<file path="src/rtl/hazard_md_ctrl.sv">
// Hazard control for a 5-stage MIPS pipeline: stalls, forwarding selects and mult/div busy tracking.
// Define HAZARD_MD_STALL_EN to build the mult/div busy counter; otherwise md_busy/stall_md tie to 0.
module hazard_md_ctrl (
    input  logic       clk,
    input  logic       reset,
    input  logic [4:0] A1_D,
    input  logic [4:0] A2_D,
    input  logic       Tuse_rs0,
    input  logic       Tuse_rs1,
    input  logic       Tuse_rt0,
    input  logic       Tuse_rt1,
    input  logic       Tuse_rt2,
    input  logic [4:0] A1_E,
    input  logic [4:0] A2_E,
    input  logic [4:0] A3_E,
    input  logic [4:0] A2_M,
    input  logic [4:0] A3_M,
    input  logic [4:0] A3_W,
    input  logic [2:0] res_E,
    input  logic [2:0] res_M,
    input  logic [2:0] res_W,
    input  logic       md_start_E,
    input  logic       md_div_E,
    input  logic       md_use_D,
    output logic       stall,
    output logic       clrE,
    output logic       stall_md,
    output logic [1:0] fwd_rs_D,
    output logic [1:0] fwd_rt_D,
    output logic [1:0] fwd_rs_E,
    output logic [1:0] fwd_rt_E,
    output logic [1:0] fwd_rt_M,
    output logic       md_busy
);

    localparam int unsigned REG_W = 5;
    localparam int unsigned RES_W = 3;
    localparam int unsigned SEL_W = 2;

    localparam logic [RES_W-1:0] RES_ALU = RES_W'(1);
    localparam logic [RES_W-1:0] RES_DM  = RES_W'(2);
    localparam logic [RES_W-1:0] RES_PC  = RES_W'(3);
    localparam logic [RES_W-1:0] RES_MD  = RES_W'(4);

    localparam logic [SEL_W-1:0] FWD_NONE = SEL_W'(0);
    localparam logic [SEL_W-1:0] FWD_E    = SEL_W'(1);
    localparam logic [SEL_W-1:0] FWD_M    = SEL_W'(2);
    localparam logic [SEL_W-1:0] FWD_W    = SEL_W'(3);

    // A stage writes a register only with a nonzero target and a real result class.
    function automatic logic writes(input logic [REG_W-1:0] a3, input logic [RES_W-1:0] res);
        return (a3 != '0) && (res == RES_ALU || res == RES_DM || res == RES_PC || res == RES_MD);
    endfunction

    function automatic logic [1:0] tnew_e(input logic [RES_W-1:0] res);
        case (res)
            RES_ALU: return 2'd1;
            RES_DM:  return 2'd2;
            RES_MD:  return 2'd1;
            default: return 2'd0;
        endcase
    endfunction

    function automatic logic [1:0] tnew_m(input logic [RES_W-1:0] res);
        return (res == RES_DM) ? 2'd1 : 2'd0;
    endfunction

    function automatic logic hazard(input logic [REG_W-1:0] a, input logic rd,
                                    input logic [1:0] tuse, input logic wr,
                                    input logic [REG_W-1:0] a3, input logic [1:0] tnew);
        return rd && wr && (a == a3) && (tnew > tuse);
    endfunction

    function automatic logic [SEL_W-1:0] fwd_sel(input logic e_hit, input logic m_hit,
                                                 input logic w_hit);
        if (e_hit)      return FWD_E;
        else if (m_hit) return FWD_M;
        else if (w_hit) return FWD_W;
        else            return FWD_NONE;
    endfunction

    logic       rs_read_c, rt_read_c;
    logic [1:0] rs_tuse_c, rt_tuse_c;
    logic       wr_e_c, wr_m_c, wr_w_c;
    logic       e_ok_c, m_ok_c;
    logic       data_stall_c;
    logic       md_busy_c;
    logic       stall_md_c;

    assign rs_read_c = Tuse_rs0 | Tuse_rs1;
    assign rs_tuse_c = Tuse_rs0 ? 2'd0 : 2'd1;
    assign rt_read_c = Tuse_rt0 | Tuse_rt1 | Tuse_rt2;
    assign rt_tuse_c = Tuse_rt0 ? 2'd0 : (Tuse_rt1 ? 2'd1 : 2'd2);

    assign wr_e_c = writes(A3_E, res_E);
    assign wr_m_c = writes(A3_M, res_M);
    assign wr_w_c = writes(A3_W, res_W);

    // Forwardable only when the producing stage already holds the final value.
    assign e_ok_c = wr_e_c && (tnew_e(res_E) == 2'd0);
    assign m_ok_c = wr_m_c && (tnew_m(res_M) == 2'd0);

    assign data_stall_c =
        hazard(A1_D, rs_read_c, rs_tuse_c, wr_e_c, A3_E, tnew_e(res_E)) |
        hazard(A1_D, rs_read_c, rs_tuse_c, wr_m_c, A3_M, tnew_m(res_M)) |
        hazard(A2_D, rt_read_c, rt_tuse_c, wr_e_c, A3_E, tnew_e(res_E)) |
        hazard(A2_D, rt_read_c, rt_tuse_c, wr_m_c, A3_M, tnew_m(res_M));

`ifdef HAZARD_MD_STALL_EN
    localparam int unsigned CNT_W = 4;
    localparam logic [CNT_W-1:0] MUL_CYC = CNT_W'(5);
    localparam logic [CNT_W-1:0] DIV_CYC = CNT_W'(10);

    typedef enum logic {MD_IDLE, MD_BUSY} md_state_t;

    md_state_t        md_state;
    logic [CNT_W-1:0] md_cnt;

    // Busy counter: a start in BUSY is ignored, IDLE is re-entered as the count hits zero.
    always_ff @(posedge clk or negedge reset) begin
        if (!reset) begin
            md_state <= MD_IDLE;
            md_cnt   <= '0;
        end else begin
            case (md_state)
                MD_IDLE: begin
                    if (md_start_E) begin
                        md_cnt   <= md_div_E ? DIV_CYC : MUL_CYC;
                        md_state <= MD_BUSY;
                    end
                end
                MD_BUSY: begin
                    md_cnt <= md_cnt - CNT_W'(1);
                    if (md_cnt == CNT_W'(1)) md_state <= MD_IDLE;
                end
            endcase
        end
    end

    assign md_busy_c  = (md_state == MD_BUSY) | md_start_E;
    assign stall_md_c = md_use_D & md_busy_c;
`else
    logic md_unused;
    assign md_unused  = ^{clk, md_start_E, md_div_E, md_use_D};
    assign md_busy_c  = 1'b0;
    assign stall_md_c = 1'b0;
`endif

    // All outputs are forced low while reset is held.
    assign md_busy  = reset & md_busy_c;
    assign stall_md = reset & stall_md_c;
    assign stall    = reset & (data_stall_c | stall_md_c);
    assign clrE     = stall;

    assign fwd_rs_D = reset ? fwd_sel(e_ok_c && A1_D == A3_E, m_ok_c && A1_D == A3_M,
                                      wr_w_c && A1_D == A3_W) : FWD_NONE;
    assign fwd_rt_D = reset ? fwd_sel(e_ok_c && A2_D == A3_E, m_ok_c && A2_D == A3_M,
                                      wr_w_c && A2_D == A3_W) : FWD_NONE;
    assign fwd_rs_E = reset ? fwd_sel(1'b0, m_ok_c && A1_E == A3_M,
                                      wr_w_c && A1_E == A3_W) : FWD_NONE;
    assign fwd_rt_E = reset ? fwd_sel(1'b0, m_ok_c && A2_E == A3_M,
                                      wr_w_c && A2_E == A3_W) : FWD_NONE;
    assign fwd_rt_M = reset ? fwd_sel(1'b0, 1'b0, wr_w_c && A2_M == A3_W) : FWD_NONE;

endmodule

</file>
<file path="config.mk">
export PLATFORM = sky130hd
export DESIGN_NAME = hazard_md_ctrl
export DESIGN_NICKNAME = d
export VERILOG_FILES = /design/src/rtl/hazard_md_ctrl.sv
export SDC_FILE = /design/constraint.sdc
export NUM_CORES = 1
export LEC_CHECK = 0
export BUFFER_PORTS_ARGS = -buffer_cell sky130_fd_sc_hd__buf_4
export CORE_MARGIN = 5
export CORE_UTILIZATION = 28
export DETAILED_ROUTE_END_ITERATION = 10
export SYNTH_ARGS = -nofsm -noshare
export SYNTH_HDL_FRONTEND = slang
export SYNTH_SLANG_ARGS = --single-unit
</file>
<file path="constraint.sdc">
create_clock -name vclk -period 2.06
set_clock_uncertainty 0.2 [all_clocks]
set_input_delay 0.206 -clock vclk [all_inputs]
set_output_delay 0.206 -clock vclk [all_outputs]
set_load 0.1 [all_outputs]
</file>
==> results of run 1 <==
==> critical path: stages <==
cell,delay (ns)
buf_6,0.09
or2_4,0.25
ha_4,0.26
nor2b_4,0.13
o22ai_2,0.06
a21oi_2,0.12
a22oi_2,0.08
o32ai_4,0.36
buf_12,0.22
==> worst max path at each step <==
| stage | startpoint | to | slack [ns] | cells past startpoint |
|---|---|---|---|---|
| 6_report | Tuse_rt0 | stall | -0.13 | 9 |
| 5_1_grt | res_E[0] | clrE | -0.22 | 9 |
| 4_1_cts | Tuse_rt1 | stall | -0.17 | 9 |
| 3_5_place_dp | Tuse_rt0 | stall | -0.23 | 9 |
| 3_3_place_gp | res_M[0] | clrE | -0.21 | 8 |
| 2_1_floorplan | Tuse_rt0 | stall | -0.65 | 8 |
==> through the flow <==
stage / cells / utilization / total power, mW / setup WS, ns
floorplan: 149 / - / 0.249 / -0.653
global placement: 292 / 0.520 / 0.422 / -0.208
detailed placement: 292 / 0.520 / 0.427 / -0.232
CTS: 295 / 0.565 / 0.457 / -0.175
global route: 297 / 0.597 / 0.513 / -0.224
finish: 297 / 0.597 / 0.475 / -0.126
==> cell families (layout without fill, tap and decap cells) <==
| kind of cell | after synthesis | count (layout) | share of synthesized area |
|---|---|---|---|
| other | 1 | 2 | 0.00334 |
| AND/OR/NAND/NOR | 53 | 53 | 0.278 |
| AO/OA/AOI/OAI | 17 | 17 | 0.125 |
| XOR/XNOR | 57 | 57 | 0.444 |
| buffers and inverters | 16 | 114 | 0.105 |
| adder cells (fa/ha/maj) | 4 | 4 | 0.0445 |
==> final cells by class <==
class,count,area [µm²]
multi-input combinational,133,1260
timing repair buffer,112,1020
inverter,2,7.51
tap,50,62.6
fill,365,1590
==> synthesized netlist by cell type, types with 4 or more instances <==
master and n:
nor3_1 4, buf_6 4, xnor2_1 32, buf_4 4, nand2_1 7, xor2_1 25, nor2_1 6, or4_4 4
nor4_1 5, nand3_1 12, ha_1 4
==> power by group through the flow <==
stage	registers (mW)	clock network [mW]	logic (mW)
after CTS	0	0	0.457
final	0	0	0.475
after global placement	0	0	0.422
after floorplan	0	0	0.249
after detailed placement	0	0	0.427
after global routing	0	0	0.513
==> per-layer routing <==
layer	share of wire	routed length (µm)
met5	0	0
met4	0.010	40
met3	0.071	276
met2	0.52	2000
met1	0.40	1550
==> repair_timing <==
action / in CTS / in global routing
pin swaps: 7 / 22
setup endpoints to repair: 12 / 12
gates resized for setup: 34 / 25
buffers inserted: 3 / 2
==> flow_metrics.tcl, run 1 <==
set metrics [dict create \
    setup_tns_ns -0.443 \
    required_ns 1.65 \
    synthCells 148 \
    cp.arrival_ns 1.78 \
    grt_pass1_wl_mm 6.11 \
    worst-setup-path-type "primary input to output port" \
    cts_hold_buffers 0 \
    peakVddDrop_mv 0.0950 \
    antenna_cells 0 \
    hold_violations 0 \
    rows 23 \
    finalMaxSlewViolations 0 \
    finalCritPeriodShare 1.06 \
    yosysTopAreaCell "xnor2_1" \
    fin_ws_ns -0.126 \
    drv_cap 0 \
    ys_warn_count 0 \
    p_leak_nw 0.978 \
    seqPwrFrac 0 \
    die_area_um2 5380 \
    place.port_buffers 67 \
    comb_power_share 1.000 \
    internal_power_mw 0.252 \
    hold_class "primary input to output port" \
    postRouteAntennaNets 0 \
    use_met3 0.0233 \
    run_status "complete, but fails checks" \
    clockPowerShare 0 \
    nFlopsAndLatches 0 \
    fin_nets 312 \
    dp_hpwl_mm 3.42 \
    grt_max_degree 7 \
    synth_area_per_cell_um2 7.59 \
    worstPathMaxFanout 2 \
    grt_pass1_vias 1355 \
    hold_path_depth 5 \
    start_util 0.285 \
    avgViaCountPerCell 4.63 \
    coreArea_um2 3940 \
    remaining_drc_errors 0 \
    syn_area_um2 1120 \
    met2_usage 0.254 \
    final_area_um2 2350 \
    end_kind "output port" \
    drive_above_1_share 0.615 \
    die_w_um 73.3 \
    layout.cells.most_common "buf_4" \
    most-common-layout-cells "buf_4, xnor2_1, xor2_1" \
    synth_top_area_share 0.249 \
    antenna_found_initial 0 \
    track_usage 0.137 \
    synth_area_leaders "xnor2_1, xor2_1, nand3_1" \
    grt-busiest-layer "met2" \
    dieHeight_um 73.3 \
    vias 1375 \
    hold_ws_ns 0.691 \
    switching_power_mw 0.223 \
    worstHoldStart "A2_M[0]" \
    start_kind "primary input" \
    syn2layout_area_growth_pct 110 \
    drt_iter0_drc 13 \
    failed_checks "negative setup slack" \
    hold_end "fwd_rt_M[1]" \
    ioPinCount 73 \
    setup_viol 6 \
    overflow 0 \
    place.gp.congestion 0.776 \
    switching_share 0.470 \
    dr.pass1.iters 4 \
    wl_per_cell_um 13.0 \
    place_area_um2 2050 \
    power_per_cell_area_nw_per_um2 202 \
    synth.distinct_cells 39 \
    synth-seq-area-share 0 \
    wl_mm 3.86 \
    regArea_um2 0 \
    fmax_mhz 457 \
    grt_use_met1 0.171 \
    nClkBuffers 0 \
    rsz0062_at_grt "yes" \
    final_period_minus_worst_setup_slack_ns 2.19 \
]
No activity file was read; power rests on OpenSTA's default activity.
==> inputs of run 2 (changes only) <==
--- a/config.mk
+++ b/config.mk
@@ -6,9 +6,10 @@
 export NUM_CORES = 1
 export LEC_CHECK = 0
 export BUFFER_PORTS_ARGS = -buffer_cell sky130_fd_sc_hd__buf_4
-export CORE_MARGIN = 5
-export CORE_UTILIZATION = 28
+export CORE_UTILIZATION = 45
 export DETAILED_ROUTE_END_ITERATION = 10
+export PLACE_DENSITY = 0.85
 export SYNTH_ARGS = -nofsm -noshare
 export SYNTH_HDL_FRONTEND = slang
 export SYNTH_SLANG_ARGS = --single-unit
+export TNS_END_PERCENT = 1
==> run 2 against run 1 <==
Net effect:
- the run still ends with negative setup slack left
- largest cell class unchanged
- global-route usage up 16 points
- final area shrank 15%
- sequential share of layout area unchanged
- final cell count decreased by 13%
- routed wire length is 6.0% higher
- count of clock-buffer cells in the layout unchanged
- combinational power is 8.6% lower
- highest routed layer unchanged
- fmax decreased by 4.9%
- worst hold slack got worse by 0.022 ns
- utilization rose by 28 points
- critical path depth unchanged
- flip-flop and latch count unchanged
==> flow_metrics.tcl, run 2 (synthesis results as in run 1) <==
set metrics [dict create \
    worstPathMaxFanout 2 \
    fin_cells 257 \
    rows 17 \
    wl_per_cell_um 15.9 \
    worstHoldStart "reset" \
    layout.cells.most_common "buf_4" \
    setup_viol 10 \
    post-route-util 0.882 \
    fin_ws_ns -0.240 \
    failed_checks "negative setup slack" \
    coreArea_um2 2280 \
    peakVddDrop_mv 0.172 \
    wl_mm 4.09 \
    finalMaxSlewViolations 0 \
    postRouteAntennaNets 0 \
    fin_nets 294 \
    grt_pass1_wl_mm 6.08 \
    start_kind "primary input" \
    syn2layout_area_growth_pct 78.6 \
    place_area_um2 1820 \
    finalCritPeriodShare 1.12 \
    fmax_mhz 435 \
    dp_cells 256 \
    rsz0062_at_grt "yes" \
    run_status "complete, but fails checks" \
    dp_hpwl_mm 3.01 \
    grt_pass1_vias 1405 \
    hold_class "primary input to output port" \
    ioPinCount 73 \
    hold_ws_ns 0.668 \
    p_leak_nw 0.860 \
    vias 1353 \
    track_usage 0.294 \
    power_per_cell_area_nw_per_um2 216 \
    final_area_um2 2010 \
    final_period_minus_worst_setup_slack_ns 2.30 \
    regArea_um2 0 \
    grt_max_degree 7 \
    cp.arrival_ns 1.89 \
    required_ns 1.65 \
    drv_cap 0 \
    hold_path_depth 4 \
    num-fill-cells 116 \
    antenna_cells 0 \
    drive_above_1_share 0.546 \
    die_area_um2 2700 \
    most-common-layout-cells "buf_4, xnor2_1, xor2_1" \
    nClkBuffers 0 \
    start_util 0.494 \
    nFlopsAndLatches 0 \
    die_w_um 52.0 \
    hold_violations 0 \
    overflow 0 \
    multi_input_area_um2 1150 \
    place.gp.congestion 0.871 \
    place.port_buffers 67 \
    dr.pass1.iters 4 \
    dieHeight_um 52.0 \
    worst-setup-path-type "primary input to output port" \
    avgViaCountPerCell 5.26 \
    remaining_drc_errors 0 \
    end_kind "output port" \
    drt_iter0_drc 12 \
    setup_tns_ns -1.28 \
    antenna_found_initial 0 \
    hold_end "fwd_rs_D[0]" \
]
[run 2: worst max-delay path by stage]
stage,startpoint,to,slack (ns),depth (start not counted)
finish,Tuse_rt1,stall,-0.24,9
global route,Tuse_rt1,stall,-0.26,9
CTS,Tuse_rt1,clrE,-0.21,9
detailed placement,Tuse_rt0,stall,-0.31,9
global placement,res_M[0],stall,-0.20,8
floorplan,Tuse_rt0,stall,-0.65,8
[run 2: metal layers]
| metal | vias up | global-route usage | wire (µm) |
|---|---|---|---|
| met3 | 8 | 0.0205 | 168 |
| met2 | 51 | 0.592 | 2270 |
| met1 | 627 | 0.330 | 1570 |
| met4 | 0 | 0.0495 | 83 |
| li1 | 667 | - | - |
| met5 | - | 0 | 0 |
[run 2: repair_timing]
item / in CTS / in global routing
pin swaps: 7 / 7
gates resized for setup: 26 / 15
hold buffers: 0 / 0
hold endpoints to repair: 0 / 0
cloned: 0 / 0
buffers inserted: 1 / 0
endpoints found under the setup margin: 12 / 12
[run 2: worst max-delay path: stages]
cell and delay [ns]:
buf_6 0.09, or2_4 0.26, ha_4 0.27, nor2b_4 0.15, o22ai_2 0.08, a21oi_2 0.13
a22oi_2 0.08, o32ai_4 0.39, buf_12 0.23
[run 2: power breakdown]
| group | internal, mW | total (mW) | switching, mW | leakage [nW] |
|---|---|---|---|---|
| combinational | 0.218 | 0.434 | 0.216 | 0.860 |
| clock | 0 | 0 | 0 | 0 |
| sequential | 0 | 0 | 0 | 0 |
| total | 0.218 | 0.434 | 0.216 | 0.860 |
[run 2: per-stage QoR]
step / total power, mW / setup slack [ns]
floorplan: 0.227 / -0.653
global placement: 0.374 / -0.201
detailed placement: 0.390 / -0.306
CTS: 0.411 / -0.213
global route: 0.462 / -0.258
finish: 0.434 / -0.240
[run 2: final cells by class]
class	instances	area share
multi-input cells	133	0.575
repair buffers	94	0.403
well taps	28	0.0175
inverters	2	0.00374
